**src/rtl/valid_pattern_generator.sv**
```systemverilog
// VALTRAIN source for the mainband valid lane: streams 0xF0F0F0F0 words to the
// serializer under ready/valid, as a fixed 128-iteration burst or a free-running stream.
module valid_pattern_generator #(
  parameter int ITER_TARGET    = 128,
  parameter int ITERS_PER_WORD = 4,
  parameter int CNT_W          = 8
) (
  input  logic             i_clk,
  input  logic             i_rst_n,
  input  logic             i_enable,
  input  logic [1:0]       i_mode,
  input  logic             i_stop,
  input  logic             i_ser_ready,
  output logic [31:0]      o_tvld_l,
  output logic             o_word_valid,
  output logic             o_busy,
  output logic             o_done,
  output logic [CNT_W-1:0] o_iter_count
);

  localparam logic [1:0]       MODE_ITER = 2'b01;
  localparam logic [1:0]       MODE_FREE = 2'b10;
  localparam logic [CNT_W-1:0] STEP      = CNT_W'(ITERS_PER_WORD);
  localparam logic [CNT_W-1:0] TARGET    = CNT_W'(ITER_TARGET);
  localparam logic [CNT_W-1:0] SAT       = CNT_W'((1 << CNT_W) - ITERS_PER_WORD);

  typedef enum logic [1:0] {IDLE, SEND_ITER, SEND_FREE, DONE} state_t;

  state_t           state_reg, state_next;
  logic             stop_pend_reg, stop_pend_next;
  logic [CNT_W-1:0] count_next;
  logic [CNT_W-1:0] count_inc;
  logic [CNT_W-1:0] count_sat;
  logic             valid_next;
  logic             done_next;
  logic [31:0]      word_next;
  logic [31:0]      pattern;
  logic             accept;

  generate
    for (genvar gi = 0; gi < 4; gi++) begin : g_pattern
      assign pattern[gi*8 +: 8] = 8'hF0;
    end
  endgenerate

  assign accept    = o_word_valid & i_ser_ready;
  assign count_inc = o_iter_count + STEP;
  // Free-running count sticks at the last representable multiple of STEP.
  assign count_sat = (o_iter_count >= SAT - STEP) ? SAT : count_inc;

  always_comb begin
    state_next     = state_reg;
    stop_pend_next = stop_pend_reg;
    count_next     = o_iter_count;
    case (state_reg)
      IDLE: begin
        count_next = '0;
        if (i_enable && i_mode == MODE_ITER)      state_next = SEND_ITER;
        else if (i_enable && i_mode == MODE_FREE) state_next = SEND_FREE;
      end
      SEND_ITER: begin
        if (!i_enable) begin
          state_next = IDLE;
          count_next = '0;
        end else if (accept) begin
          count_next = count_inc;
          if (count_inc == TARGET) state_next = DONE;
        end
      end
      SEND_FREE: begin
        if (!i_enable) begin
          state_next = IDLE;
          count_next = '0;
        end else if (accept) begin
          count_next = count_sat;
          if (i_stop || stop_pend_reg) state_next = DONE;
        end else if (i_stop) begin
          stop_pend_next = 1'b1;
        end
      end
      DONE: begin
        if (!i_enable) begin
          state_next = IDLE;
          count_next = '0;
        end
      end
      default: begin
        state_next = IDLE;
        count_next = '0;
      end
    endcase
    if (state_next != SEND_FREE) stop_pend_next = 1'b0;
    valid_next = (state_next == SEND_ITER) || (state_next == SEND_FREE);
    done_next  = (state_next == DONE);
    word_next  = valid_next ? pattern : 32'h0;
  end

  always_ff @(posedge i_clk or negedge i_rst_n) begin
    if (!i_rst_n) begin
      state_reg     <= IDLE;
      stop_pend_reg <= 1'b0;
      o_tvld_l      <= 32'h0;
      o_word_valid  <= 1'b0;
      o_busy        <= 1'b0;
      o_done        <= 1'b0;
      o_iter_count  <= '0;
    end else begin
      state_reg     <= state_next;
      stop_pend_reg <= stop_pend_next;
      o_tvld_l      <= word_next;
      o_word_valid  <= valid_next;
      o_busy        <= valid_next;
      o_done        <= done_next;
      o_iter_count  <= count_next;
    end
  end

endmodule

```
**config.mk**
```make
export PLATFORM = sky130hd
export DESIGN_NAME = valid_pattern_generator
export DESIGN_NICKNAME = d
export VERILOG_FILES = /design/src/rtl/valid_pattern_generator.sv
export SDC_FILE = /design/constraint.sdc
export NUM_CORES = 1
export LEC_CHECK = 0
export ABC_AREA = 0
export CELL_PAD_IN_SITES_DETAIL_PLACEMENT = 1
export CELL_PAD_IN_SITES_GLOBAL_PLACEMENT = 2
export CORE_ASPECT_RATIO = 1.4
export CORE_MARGIN = 3
export CORE_UTILIZATION = 20
export CTS_CLUSTER_DIAMETER = 40
export DETAILED_ROUTE_END_ITERATION = 6
export GPL_TIMING_DRIVEN = 0
export PLACE_DENSITY_LB_ADDON = 0.1
export SLEW_MARGIN = 20
export SYNTH_ARGS = -nofsm -noshare
export SYNTH_HDL_FRONTEND = slang
export SYNTH_SLANG_ARGS = --single-unit
```
**constraint.sdc**
```tcl
create_clock -name i_clk -period 2.2 [get_ports i_clk]
set_input_delay 0.33 -clock i_clk [delete_from_list [all_inputs] [get_ports i_clk]]
set_output_delay 0.33 -clock i_clk [all_outputs]
set_load 0.01 [all_outputs]
```
==> run summary <==
status -> finished clean
Final Skew -> 0.000886 ns
Synth Register Bits -> 11
CP required -> 2.37 ns
commonest non-fill, non-tap cell in the layout -> buf_4
root buf cell -> clkbuf_8
Synth Warn # -> 0
CTS buffer count -> 3
die area -> 6160 µm²
CP max FO -> 4
startpoint class of the critical path -> register
Worst setup EP type -> register
diode count -> 0
# hold bufs at CTS -> 0
fraction of layout cells with a size suffix above 1 -> 0.353
register area -> 279 µm²
CP Buf/Inv Count -> 1
count of pins over their slew limit -> 0
gr usage total -> 0.0964
Worst-Skew Late Latency -> 0.24 ns
Setup WS post-layout -> 0.0856 ns
critical path type -> reg -> reg
mapped cell area -> 1050 µm²
Critical Path Max Stage Delay -> 0.43 ns
area grow syn2layout -> 52.6%
Post-DRT Antenna Nets -> 0
syn avg cell area -> 8.67 µm²
port buffer count -> 30
Static Leak -> 0.745 nW
# DRC -> 0
Pre-Repair DR Iteration Count -> 4
final hold slack -> 0.442 ns
wirelength, routed -> 2770 µm
register area share after synthesis -> 0.263
clock power share -> 0.115
# fillers -> 603
vias in the first global route -> 1001
setup violators final -> 0
antenna violations before repair -> 0
Initial Util -> 0.212
Clock Tree Buf Depth -> 2
delay-heaviest family, CP -> compound AO/OA/AOI/OAI gates
Peak Freq -> 473 MHz
min Tclk post-route -> 2.11 ns
H-tree depth reported by CTS -> 1
DP Worst Slack -> -0.300 ns
critical path's slowest cell -> dfrtp_1
R2R Path End -> stop_pend_reg
CP Cell Sequence -> buf_4 -> ha_2 -> or3_1 -> a31o_2 -> a2bb2oi_4 -> ha_1 -> o21ai_2 -> a21oi_2 -> a21oi_2
Via density -> 3.91
Net Switching -> 0.000666 W
Most common cell on crit path -> a21oi_2
Max Cap Violations -> 0
Arr. time, crit path -> 2.28 ns
final setup TNS -> 0 ns
clock sinks -> 11
Gate power share -> 0.696
initial DRC count -> 16
total gr overflow -> 0
HPWL Detailed -> 2300 µm
# IOs -> 50
peak supply drop -> 287 µV
RePlAce Congestion -> 0.728
Int Pwr -> 0.00111 W
FP Rows -> 30
Die W -> 67.2 µm
FF-to-FF path depth -> 9
Final Hold Vio Count -> 0
largest net degree at the start of global routing -> 22
Flop pwr share -> 0.189
clock-pin slew on the worst setup and hold paths -> 0.05 ns
worst min-delay path class -> in -> async
ratio of final minimum period to clock period -> 0.961
r2r setup slk -> 0.09 ns
reg2reg start -> state_reg[0]
Tightest Pin Transition -> 0.530 ns
CTS tree -> done
fin nets -> 190
relative slew slack -> 0.646
commonest cells after routing, fill and taps aside -> buf_4 (37), clkdlybuf4s50_1 (30), conb_1 (18), nand2_1 (8), dfrtp_1 (8)
multi-input logic area -> 587 µm²
first-pass GRT wire length -> 4640 µm
Core Area -> 4950 µm²
pwr dens -> 1110 nW/µm²
max FFs per register -> 6
sw frac -> 0.374
Core Util, Final -> 0.323
post-DR wirelength/cell -> 11.7 µm
Vias -> 926
Die Y -> 91.7 µm
Mapped Cells -> 121
Synth cell types -> 29
[final cells by class]
type	count	area share
multi-input cells	83	0.367
inverters	8	0.0188
well taps	64	0.0500
plain buffers	36	0.169
repair buffers	31	0.192
flip-flops and latches	11	0.174
clock buffers	3	0.0258
clock inverters	1	0.00313
[cells in the mapped netlist]
master	instances	area (µm²)
a21boi_0	1	7.51
a21oi_1	6	30.0
a22o_1	3	26.3
a2bb2oi_1	2	17.5
a31o_2	2	17.5
and2_1	1	6.26
buf_4	36	270
conb_1	1	3.75
dfrtp_1	11	275
ha_1	9	113
inv_1	8	30.0
nand2_1	8	30.0
nand2b_1	1	6.26
nand3_1	3	15.0
nand3_2	2	20.0
nor2_1	5	18.8
nor3_1	1	5.00
nor4b_4	1	23.8
o2111a_2	1	12.5
o211ai_1	1	7.51
o21a_1	3	22.5
o21ai_0	6	30.0
o21ai_1	3	15.0
o21bai_1	1	7.51
o31ai_1	1	7.51
or2_2	1	6.26
or3_1	1	6.26
xnor2_1	1	8.76
xor2_1	1	8.76
[routing by layer]
| metal | vias up | global-route usage | part of all wire |
|---|---|---|---|
| met5 | - | 0 | 0 |
| met4 | 0 | 0.0254 | 0.0040 |
| met3 | 2 | 0.0135 | 0.044 |
| met2 | 28 | 0.185 | 0.57 |
| met1 | 437 | 0.105 | 0.38 |
| li1 | 459 | - | - |
[metrics by stage]
step / area, µm² / cells / total power [W]
final: 1600 / 237 / 0.00178
after global routing: 1600 / 237 / 0.00194
after CTS: 1560 / 237 / 0.00174
after detailed placement: 1490 / 232 / 0.00149
after global placement: 1490 / 232 / 0.00146
after floorplan: 1110 / 138 / 0.000997
[how the worst max path moves through the flow]
stage                 startpoint       endpoint  slack (ns)  cells past startpoint
finish              state_reg[0]  stop_pend_reg        0.09                      9
global route        state_reg[0]  stop_pend_reg      -0.008                      9
CTS                 state_reg[0]  stop_pend_reg        0.02                      9
detailed placement   i_ser_ready  stop_pend_reg       -0.30                      9
global placement     i_ser_ready  stop_pend_reg       -0.23                      9
floorplan           state_reg[0]  stop_pend_reg        0.13                      9
[kinds of logic (layout without fill, tap and decap cells)]
| family | Yosys count | in the layout | synth area share |
|---|---|---|---|
| simple gates | 24 | 24 | 0.131 |
| compound gates | 30 | 30 | 0.192 |
| buf+inv | 44 | 79 | 0.286 |
| other cells | 1 | 18 | 0.00358 |
| flops | 11 | 11 | 0.263 |
| fa+ha+maj | 9 | 9 | 0.107 |
| xor+xnor | 2 | 2 | 0.0167 |
[power by group through the flow]
stage          clock, W  combinational, W  sequential [W]
2_1_floorplan         0          0.000674        0.000322
3_3_place_gp          0           0.00113        0.000333
3_5_place_dp          0           0.00115        0.000337
4_1_cts        0.000214           0.00119        0.000332
5_1_grt        0.000221           0.00137        0.000351
6_report       0.000205           0.00124        0.000336
[repair_timing]
action | in CTS | in global routing
setup endpoints to repair | 1 | 1
setup buffers | 1 | 0
resized for setup | 5 | 11
pin swaps | 1 | 0
Power figures use the tool's default switching activity.
